$ cat config.mk
export PLATFORM = sky130hd
export DESIGN_NAME = mem_access_unit_flat
export DESIGN_NICKNAME = d
export VERILOG_FILES = /design/src/rtl/mem_pkg.sv /design/src/rtl/mem_access_unit_if.sv /design/src/rtl/mem_access_unit_load_extend.sv /design/src/rtl/mem_access_unit.sv /design/src/flat_wrapper.sv
export SDC_FILE = /design/constraint.sdc
export NUM_CORES = 1
export LEC_CHECK = 0
export CORE_MARGIN = 5
export CORE_UTILIZATION = 47
export CTS_CLUSTER_DIAMETER = 60
export CTS_CLUSTER_SIZE = 12
export DETAILED_ROUTE_END_ITERATION = 12
export PLACE_DENSITY_LB_ADDON = 0.25
export SETUP_SLACK_MARGIN = 0.2
export SLEW_MARGIN = 20
export SYNTH_ARGS = -nofsm -noshare
export SYNTH_HDL_FRONTEND = slang
export SYNTH_HIERARCHICAL = 1
export SYNTH_SLANG_ARGS = --single-unit
$ cat constraint.sdc
create_clock -name clk -period 4.6 [get_ports clk]
set_input_delay 0.92 -clock clk [delete_from_list [all_inputs] [get_ports clk]]
set_output_delay 0.92 -clock clk [all_outputs]
set_load 0.03 [all_outputs]
$ cat src/rtl/mem_pkg.sv
// Shared load/store width codes, unit FSM states and lane constants.
// Imported by mem_access_unit, load_extend and the load/store decoder.
package mem_pkg;

    typedef enum logic [2:0] {
        MW_B  = 3'b000,
        MW_H  = 3'b001,
        MW_W  = 3'b010,
        MW_BU = 3'b100,
        MW_HU = 3'b101
    } mem_width_e;

    typedef enum logic [1:0] {
        IDLE,
        REQ,
        WAIT,
        RESP
    } mau_state_e;

    typedef enum logic [1:0] {
        SZ_B,
        SZ_H,
        SZ_W
    } mem_size_e;

    localparam int unsigned LANES  = 4;
    localparam int unsigned LANE_W = 8;

    // Bit 2 only selects signedness; codes outside B/H collapse to a word access.
    function automatic mem_size_e mw_size(input logic [2:0] width);
        case (width[1:0])
            2'b00:   return SZ_B;
            2'b01:   return SZ_H;
            default: return SZ_W;
        endcase
    endfunction

endpackage

$ cat src/rtl/mem_access_unit_if.sv
// Data-memory req/gnt/rvalid bus; master = mem_access_unit, slave = memory.
interface mem_access_unit_if #(
    parameter int unsigned ADDR_W = 32,
    parameter int unsigned DATA_W = 32
) ();

    logic                  dmem_req;
    logic                  dmem_gnt;
    logic                  dmem_we;
    logic [ADDR_W-1:0]     dmem_addr;
    logic [DATA_W/8-1:0]   dmem_be;
    logic [DATA_W-1:0]     dmem_wdata;
    logic                  dmem_rvalid;
    logic [DATA_W-1:0]     dmem_rdata;

    modport master (
        output dmem_req, dmem_we, dmem_addr, dmem_be, dmem_wdata,
        input  dmem_gnt, dmem_rvalid, dmem_rdata
    );

    modport slave (
        input  dmem_req, dmem_we, dmem_addr, dmem_be, dmem_wdata,
        output dmem_gnt, dmem_rvalid, dmem_rdata
    );

endinterface

$ cat src/rtl/mem_access_unit_load_extend.sv
// Load result formatting: selects the addressed lane of a bus word and
// sign- or zero-extends it according to the width code.
module load_extend
    import mem_pkg::*;
(
    input  logic [31:0] rdata_i,
    input  logic [1:0]  offset_i,
    input  logic [2:0]  width_i,
    output logic [31:0] data_o
);

    logic [31:0] lane;
    logic        sext;

    always_comb begin
        lane   = rdata_i >> {offset_i, 3'b000};
        sext   = ~width_i[2];
        data_o = lane;
        case (mw_size(width_i))
            SZ_B:    data_o = {{24{sext & lane[7]}}, lane[7:0]};
            SZ_H:    data_o = {{16{sext & lane[15]}}, lane[15:0]};
            default: data_o = lane;
        endcase
    end

endmodule

$ cat src/rtl/mem_access_unit.sv
// Single-outstanding load/store unit driving a req/gnt/rvalid data-memory bus.
// Define MISALIGN_TRAP_EN to fault misaligned H/W accesses instead of aligning them.
module mem_access_unit
    import mem_pkg::*;
#(
    parameter int unsigned ADDR_W = 32,
    parameter int unsigned DATA_W = 32
) (
    input  logic               clk,
    input  logic               rst_n,
    input  logic               req_valid,
    output logic               req_ready,
    input  logic               req_we,
    input  logic [2:0]         req_width,
    input  logic [ADDR_W-1:0]  req_addr,
    input  logic [DATA_W-1:0]  req_wdata,
    output logic               resp_valid,
    output logic [DATA_W-1:0]  resp_rdata,
    output logic               resp_fault,
    mem_access_unit_if.master  dmem
);

    mau_state_e          state_q;
    logic                we_q;
    logic [2:0]          width_q;
    logic [1:0]          off_q;
    logic                dmem_req_q;
    logic                dmem_we_q;
    logic [ADDR_W-1:0]   dmem_addr_q;
    logic [LANES-1:0]    dmem_be_q;
    logic [DATA_W-1:0]   dmem_wdata_q;
    logic                resp_valid_q;
    logic                resp_fault_q;
    logic [DATA_W-1:0]   resp_rdata_q;

    mem_size_e           size_d;
    logic [1:0]          off_d;
    logic [LANES-1:0]    be_d;
    logic [DATA_W-1:0]   wdata_d;
    logic [ADDR_W-1:0]   addr_d;
    logic                trap_d;
    logic                done_d;
    logic [DATA_W-1:0]   ext_data;

    // Offset is forced to natural alignment; with trapping enabled a
    // misaligned request never reaches the bus, so the forcing is harmless.
    always_comb begin
        size_d  = mw_size(req_width);
        addr_d  = {req_addr[ADDR_W-1:2], 2'b00};
        off_d   = 2'b00;
        be_d    = '1;
        wdata_d = req_wdata;
        case (size_d)
            SZ_B: begin
                off_d   = req_addr[1:0];
                be_d    = 4'b0001 << req_addr[1:0];
                wdata_d = {LANES{req_wdata[LANE_W-1:0]}};
            end
            SZ_H: begin
                off_d   = {req_addr[1], 1'b0};
                be_d    = 4'b0011 << {req_addr[1], 1'b0};
                wdata_d = {2{req_wdata[2*LANE_W-1:0]}};
            end
            default: ;
        endcase
    end

`ifdef MISALIGN_TRAP_EN
    assign trap_d = ((size_d == SZ_H) && req_addr[0]) ||
                    ((size_d == SZ_W) && (req_addr[1:0] != 2'b00));
`else
    assign trap_d = 1'b0;
`endif

    assign done_d = dmem.dmem_rvalid &&
                    (((state_q == REQ) && dmem.dmem_gnt) || (state_q == WAIT));

    load_extend u_load_extend (
        .rdata_i  (dmem.dmem_rdata),
        .offset_i (off_q),
        .width_i  (width_q),
        .data_o   (ext_data)
    );

    always_ff @(posedge clk or negedge rst_n) begin
        if (!rst_n) begin
            state_q      <= IDLE;
            we_q         <= 1'b0;
            width_q      <= '0;
            off_q        <= '0;
            dmem_req_q   <= 1'b0;
            dmem_we_q    <= 1'b0;
            dmem_addr_q  <= '0;
            dmem_be_q    <= '0;
            dmem_wdata_q <= '0;
            resp_valid_q <= 1'b0;
            resp_fault_q <= 1'b0;
            resp_rdata_q <= '0;
        end else begin
            case (state_q)
                IDLE: if (req_valid) begin
                    we_q    <= req_we;
                    width_q <= req_width;
                    off_q   <= off_d;
                    if (trap_d) begin
                        state_q      <= RESP;
                        resp_valid_q <= 1'b1;
                        resp_fault_q <= 1'b1;
                        resp_rdata_q <= '0;
                    end else begin
                        state_q      <= REQ;
                        dmem_req_q   <= 1'b1;
                        dmem_we_q    <= req_we;
                        dmem_addr_q  <= addr_d;
                        dmem_be_q    <= be_d;
                        dmem_wdata_q <= wdata_d;
                    end
                end
                REQ: if (dmem.dmem_gnt) begin
                    dmem_req_q   <= 1'b0;
                    dmem_we_q    <= 1'b0;
                    dmem_addr_q  <= '0;
                    dmem_be_q    <= '0;
                    dmem_wdata_q <= '0;
                    state_q      <= dmem.dmem_rvalid ? RESP : WAIT;
                end
                WAIT: if (dmem.dmem_rvalid) state_q <= RESP;
                RESP: begin
                    state_q      <= IDLE;
                    resp_valid_q <= 1'b0;
                    resp_fault_q <= 1'b0;
                end
                default: state_q <= IDLE;
            endcase
            if (done_d) begin
                resp_valid_q <= 1'b1;
                resp_rdata_q <= we_q ? '0 : ext_data;
            end
        end
    end

    assign req_ready       = (state_q == IDLE);
    assign resp_valid      = resp_valid_q;
    assign resp_rdata      = resp_rdata_q;
    assign resp_fault      = resp_fault_q;
    assign dmem.dmem_req   = dmem_req_q;
    assign dmem.dmem_we    = dmem_we_q;
    assign dmem.dmem_addr  = dmem_addr_q;
    assign dmem.dmem_be    = dmem_be_q;
    assign dmem.dmem_wdata = dmem_wdata_q;

endmodule

$ cat src/flat_wrapper.sv
// flat-port wrapper written by rule: the top's interface ports become plain ports
module mem_access_unit_flat import mem_pkg::*;
#(
    parameter int unsigned ADDR_W = 32,
    parameter int unsigned DATA_W = 32
)
  (clk, rst_n, req_valid, req_ready, req_we, req_width, req_addr, req_wdata, resp_valid, resp_rdata, resp_fault, dmem_dmem_req, dmem_dmem_we, dmem_dmem_addr, dmem_dmem_be, dmem_dmem_wdata, dmem_dmem_gnt, dmem_dmem_rvalid, dmem_dmem_rdata);
  mem_access_unit_if #(.ADDR_W(ADDR_W), .DATA_W(DATA_W)) dmem_i ();
  input  logic clk;
  input  logic rst_n;
  input  logic req_valid;
  output logic req_ready;
  input  logic req_we;
  input  logic [2:0] req_width;
  input  logic [ADDR_W-1:0] req_addr;
  input  logic [DATA_W-1:0] req_wdata;
  output logic resp_valid;
  output logic [DATA_W-1:0] resp_rdata;
  output logic resp_fault;
  output wire logic [$bits(dmem_i.dmem_req)-1:0] dmem_dmem_req;
  output wire logic [$bits(dmem_i.dmem_we)-1:0] dmem_dmem_we;
  output wire logic [$bits(dmem_i.dmem_addr)-1:0] dmem_dmem_addr;
  output wire logic [$bits(dmem_i.dmem_be)-1:0] dmem_dmem_be;
  output wire logic [$bits(dmem_i.dmem_wdata)-1:0] dmem_dmem_wdata;
  input wire logic [$bits(dmem_i.dmem_gnt)-1:0] dmem_dmem_gnt;
  input wire logic [$bits(dmem_i.dmem_rvalid)-1:0] dmem_dmem_rvalid;
  input wire logic [$bits(dmem_i.dmem_rdata)-1:0] dmem_dmem_rdata;
  assign dmem_dmem_req = dmem_i.dmem_req;
  assign dmem_dmem_we = dmem_i.dmem_we;
  assign dmem_dmem_addr = dmem_i.dmem_addr;
  assign dmem_dmem_be = dmem_i.dmem_be;
  assign dmem_dmem_wdata = dmem_i.dmem_wdata;
  assign dmem_i.dmem_gnt = dmem_dmem_gnt;
  assign dmem_i.dmem_rvalid = dmem_dmem_rvalid;
  assign dmem_i.dmem_rdata = dmem_dmem_rdata;
  mem_access_unit #(.ADDR_W(ADDR_W), .DATA_W(DATA_W)) u_core (.clk(clk), .rst_n(rst_n), .req_valid(req_valid), .req_ready(req_ready), .req_we(req_we), .req_width(req_width), .req_addr(req_addr), .req_wdata(req_wdata), .resp_valid(resp_valid), .resp_rdata(resp_rdata), .resp_fault(resp_fault), .dmem(dmem_i));
endmodule
-- Word level (Yosys, flattened, before mapping)
Index checks and enable logic that the tools add are counted.
- equal/unequal tests: 10
- multiplexer cells: 27
- bitwise gates (word level): 3
- shift-type cells: 3
- reductions and logical operators: 13
- operators with widths (kind ; number):
    one-hot mux 32 bit (2 select lines) ; 4
    two-way mux 32 bit ; 4
    >> shifter 32 x 5 -> 32 bit ; 1
    one-hot mux 4 bit (2 select lines) ; 2
    one-hot mux 2 bit (2 select lines) ; 3
    == test 2 x 1 -> 1 bit (second input constant) ; 5
    zero test 2 bit ; 5
    two-way mux 4 bit ; 2
    one-hot mux 2 bit (4 select lines) ; 1
    two-way mux 1 bit ; 6
    two-way mux 2 bit ; 3
    != test 2 bit (second input constant) ; 3
    AND reduction 3 bit ; 2
    == test 2 bit (second input constant) ; 2
    one-hot mux 1 bit (2 select lines) ; 2
    nonzero test 2 bit ; 2
    left shift 1 x 2 -> 4 bit (first input constant) ; 1
    left shift 2 x 2 -> 4 bit (first input constant) ; 1
    bitwise AND 1 bit ; 2
    logical AND 1 bit ; 2
    AND reduction 2 bit ; 1
    logical OR 1 bit ; 1
    inverter 1 bit ; 1
- output and inout port bits: 105
- logic and storage cells: 67
- register bits after elaboration: 111
- input port bits: 105

-- Depth between registers and ports, before layout
- word-level depth: 6
- gate-level depth with buffers: 8
- gate-level depth less buffers: 6

-- Modules after synthesis
The synthesis kept the hierarchy.
- modules (own cells, without submodules) (module ; seq. area each (sq um) ; cells each ; area each (sq um) ; instances):
    mem_access_unit ; 2727.6 ; 342 ; 4554.4 ; 1
    load_extend ; 0.0 ; 107 ; 694.4 ; 1

-- Worst setup path after synthesis
No wires, ideal clock.
- path kind: input to register
- start: input dmem_dmem_rdata[23]
- end: register u_core.resp_rdata_q[18], in the netlist u_core/resp_rdata[18]
- cell stages on the path: 7
- setup time: 128 ps
- path buffers: 1
- data required time: 4472 ps
- path slack: 2475 ps
- arrival: 1997 ps
- path through: mux2i_1 mux2i_1 o211ai_2 buf_6 o21ai_2 nor2b_1 mux2_1
- cells in the longest elaborated chain, start to end: 4
- elaborated cells on any way between the ends: 5
- classes of those cells: shift: 1; mux: 2; bitwise: 2
- RTL lines (item ; line ; text):
    from (decl) ; flat_wrapper.sv:27 ; input wire logic [$bits(dmem_i.dmem_rdata)-1:0] dmem_dmem_rdata;
    >> shifter 32 x 5 -> 32 bit (*) ; mem_access_unit_load_extend.sv:16 ; lane = rdata_i >> {offset_i, 3'b000};
    bitwise AND 1 bit, on equally long branches ; mem_access_unit_load_extend.sv:21, mem_access_unit_load_extend.sv:20 ;
    one-hot mux 32 bit (2 select lines) (*) ; mem_access_unit_load_extend.sv:19 ; case (mw_size(width_i))
    named net u_core.ext_data[18] ; mem_access_unit.sv:43 ; logic [DATA_W-1:0] ext_data;
    two-way mux 32 bit (*) ; mem_access_unit.sv:137 ; resp_rdata_q <= we_q ? '0 : ext_data;
    to (signal assigned) ; mem_access_unit.sv:137 ;
    to (decl) ; mem_access_unit.sv:34 ; logic [DATA_W-1:0] resp_rdata_q;
The timed path passes the listed nets; every way through them passes the cells marked *.
A chain may end at the register's enable or synchronous reset.

-- Worst setup path after layout
- start: register u_core.state_q[0]
- end: output req_ready
- cells in the longest elaborated chain, start to end: 1
- RTL lines (item ; line ; text):
    from (decl) ; mem_access_unit.sv:23 ; mau_state_e state_q;
    from (signal assigned) ; mem_access_unit.sv:125 ; state_q <= dmem.dmem_rvalid ? RESP : WAIT;
    zero test 2 bit ; mem_access_unit.sv:142 ; assign req_ready = (state_q == IDLE);
    to (decl) ; flat_wrapper.sv:12 ; output logic req_ready;
No other way between the ends.

==> metrics.md <==
| Metric | Value |
|---|---|
| Layout area overhead | `44.0%` |
| Vias in the first global route | `4,666` |
| Drt wl/cell | `20.1 µm` |
| Vias | `4,398` |
| Vias/cell | `approximately 5.6` |
| Gr ovfl total | `0` |
| Worst IR Drop VDD | `between 0.3 and 0.4 mV` |
| Syn_area_per_cell | `approximately 12 µm²` |
| Initial antenna violation count | `0` |
| Setup tns final | `0 ps` |
| Die area | `between 10,000 and 15,000 µm²` |
| CP endpoint kind | `primary output` |
| CP cell instances | `inv_1 > ha_1 > clkdlybuf4s50_1` |
| Post-CTS setup buffers | `0` |
| Data arrival, critical path | `2060 ps` |
| # setup viols final | `0` |
| Post-DP HPWL | `around 12,000 µm` |
| Unique masters post-synth | `39` |
| Pre-antenna DRT Iters | `4` |
| Area after DPL | `7340 µm²` |
| Initial Util | `48.2%` |
| Fmax achieved | `between 300 and 400 MHz` |
| Post-layout util | `between 60% and 70%` |
| DR iter-0 viols | `240` |
| Worst-path fanout max | `8` |
| Worst hold path type | `input port to async pin` |
| Mapped cell area | `approximately 5200 µm²` |
| Core area | `10,900 µm²` |
| Status | `completed` |
| Req. time, crit path | `between 3000 and 4000 ps` |
| Clock Sinks | `~110` |
| Unrepaired setup endpoints after global routing | `no` |
| RR Endpoint | `u_core/resp_rdata[27]` |
| Skew-Pair Late Insertion Delay | `370 ps` |
| Largest net degree at the start of global routing | `51` |
| CTS tree | `built` |
| CTS Buf Count | `9` |
| CP peak stage delay | `about 750 ps` |
| Fill cells | `between 800 and 900` |
| I/O pin count | `210` |
| Worst reg2reg path startpoint | `u_core/off_q[1]` |
| NumNets Final | `around 750` |
| Final Wtd Congestion | `about 0.83` |
| Core Rows | `38` |
| Diode count | `0` |
| Final total power | `0.00459 W` |
| Root Driver | `clkbuf_8` |
| # resized after CTS | `0` |
| Chip width | `approximately 120 µm` |
| # hold bufs at CTS | `0` |
| Post-synth EDFFs | `0` |
| Max Slew Vio Count | `0` |
| IO buf count | `slightly above 200` |
| Ys flop type | `dfrtp_1` |
| Drc violations | `0` |
| Final Cell Area | `about 7600 µm²` |
| Max-cap viol count | `0` |
| Final Hold Fails | `0` |
| Tmin final | `approximately 3000 ps` |
| Kind of critical path | `flop to primary output` |
| Async set-reset flop share out of synthesis | `100%` |
| WL final | `between 15,000 and 20,000 µm` |
| Layout cell share with drive strength beyond 1 | `between 5 and 6%` |
| Worst-case reg-to-reg path depth | `6` |
| Highest-delay cell along the critical path | `clkdlybuf4s50_1` |
| First-pass GRT wire length | `25,000 µm` |
| Skew final | `around 13 ps` |
| Synth warn | `6` |
| GRT Total Usage | `24.0%` |
| Crit start category | `flop` |
| Die H | `between 100 and 150 µm` |
| CTS max path bufs | `2` |
| Reg2Reg Setup Slack | `approximately 2200 ps` |
| Power per Cell Area | `just over 600 nW/µm²` |
| Synth Register Bits | `between 100 and 150` |
| Register area share after synthesis | `between 50% and 60%` |
| Fin crit share | `roughly two thirds` |
| Cells after synthesis | `around 450` |
| Placed Cells incl. Taps | `765` |
| LEAKAGE | `3.26 nW` |
| # H-tree levels | `3` |
| Clk slew on worst S/H paths | `~110 ps` |
| Measured slew at the worst slew-check pin | `a little over 1000 ps` |
| Cell Count, Final, Fillers Out | `between 700 and 800` |
| Antenna-violating nets left | `0` |
| Worst relative slew slack | `31.3%` |
worst max-delay path by stage:
stage	to	cells after the start	slack, ps	from
after global placement	u_core/resp_rdata[16]	7	1640	dmem_dmem_rdata[23]
after detailed placement	u_core/resp_rdata[20]	7	1560	dmem_dmem_rdata[15]
after global routing	req_ready	3	1480	u_core/state_q[0]
after CTS	req_ready	3	1590	u_core/state_q[0]
final	req_ready	3	1620	u_core/state_q[0]
after floorplan	u_core/resp_rdata[18]	7	2480	dmem_dmem_rdata[23]
synth_stat cells, types with 4 or more instances:
cell / number / area share [%]
o22ai_1: 8 / 0.95
dfrtp_1: 109 / 52
nor2_1: 19 / 1.4
buf_2: 15 / 1.4
nand2_1: 22 / 1.6
clkbuf_1: 11 / 0.79
inv_1: 4 / 0.29
o21ai_0: 15 / 1.4
a21oi_1: 7 / 0.67
nor2b_1: 41 / 4.9
o2bb2ai_1: 26 / 4.3
buf_4: 6 / 0.86
nand2b_1: 5 / 0.60
a211oi_1: 16 / 2.3
ha_1: 4 / 0.95
a22o_1: 39 / 6.5
mux2_1: 33 / 7.1
o21ai_1: 4 / 0.38
mux2i_1: 36 / 6.9
layout by cell type, fill, tap and decap left out, types with 2 or more instances in the layout:
cell               n
a211oi_1          16
a21o_1             3
a21oi_1            7
a22o_1            39
buf_4              5
clkbuf_8          12
clkdlybuf4s50_1  205
clkinvlp_4         2
conb_1             3
dfrtp_1          109
ha_1               4
inv_1              4
mux2_1            33
mux2_2             3
mux2i_1           36
nand2_1           22
nand2b_1           5
nand3b_1           2
nor2_1            19
nor2b_1           41
o21ai_0           15
o21ai_1            4
o21ai_2            2
o22ai_1            8
o2bb2ai_1         26
registers in the layout (all words and copies together) (netlist names):
| signal | flops |
|---|---|
| u_core/dmem.dmem_wdata | 32 |
| u_core/resp_rdata | 32 |
| u_core/dmem.dmem_addr | 30 |
| u_core/dmem.dmem_be | 4 |
| u_core/width_q | 3 |
| u_core/off_q | 2 |
| u_core/state_q | 2 |
| u_core/dmem.dmem_req | 1 |
| u_core/dmem.dmem_we | 1 |
| u_core/resp_valid | 1 |
| u_core/we_q | 1 |
critical path, delay by kind of cell, from the launching register on:
kind	cells	cell delay [ps]
buffers and inverters	2	890
flip-flops	1	430
adder cells (fa/ha/maj)	1	370
metrics by stage:
step           hold WS, ps  setup WS, ps
2_1_floorplan          457          2480
3_3_place_gp           463          1640
3_5_place_dp           466          1560
4_1_cts                427          1590
5_1_grt                444          1480
6_report               429          1620
report_power, final:
part	switching (W)	internal, W	total, W
registers	0.000258	0.00125	0.00151
clock network	0.000328	0.000299	0.000626
logic	0.00138	0.00108	0.00246
logic make-up after synthesis:
| kind of cell | Yosys count | synth area share, % |
|---|---|---|
| buf+inv | 41 | 4.00 |
| compound gates | 127 | 18.8 |
| simple gates | 95 | 9.61 |
| fa+ha+maj | 4 | 0.954 |
| flops | 109 | 52.0 |
| mux | 72 | 14.6 |
| other cells | 1 | 0.0714 |
per-layer routing:
layer	global-route usage, %	share of wire (%)	routed length [µm]
met1	30.4	41	6410
met2	38.4	47	7380
met3	8.30	10	1610
met4	9.05	2.0	322
met5	0	0	0
layout make-up:
| cell class | instances | area, µm² | share of cell area, % |
|---|---|---|---|
| Tap cell | 140 | 175 | 2.32 |
| Inverter | 5 | 18.8 | 0.248 |
| Clock inverter | 4 | 53.8 | 0.712 |
| Sequential cell | 109 | 2730 | 36.1 |
| Multi-Input combinational cell | 301 | 2330 | 30.8 |
| Clock buffer | 12 | 165 | 2.19 |
| Timing Repair Buffer | 210 | 2090 | 27.6 |
No activity file was read; power rests on OpenSTA's default activity.
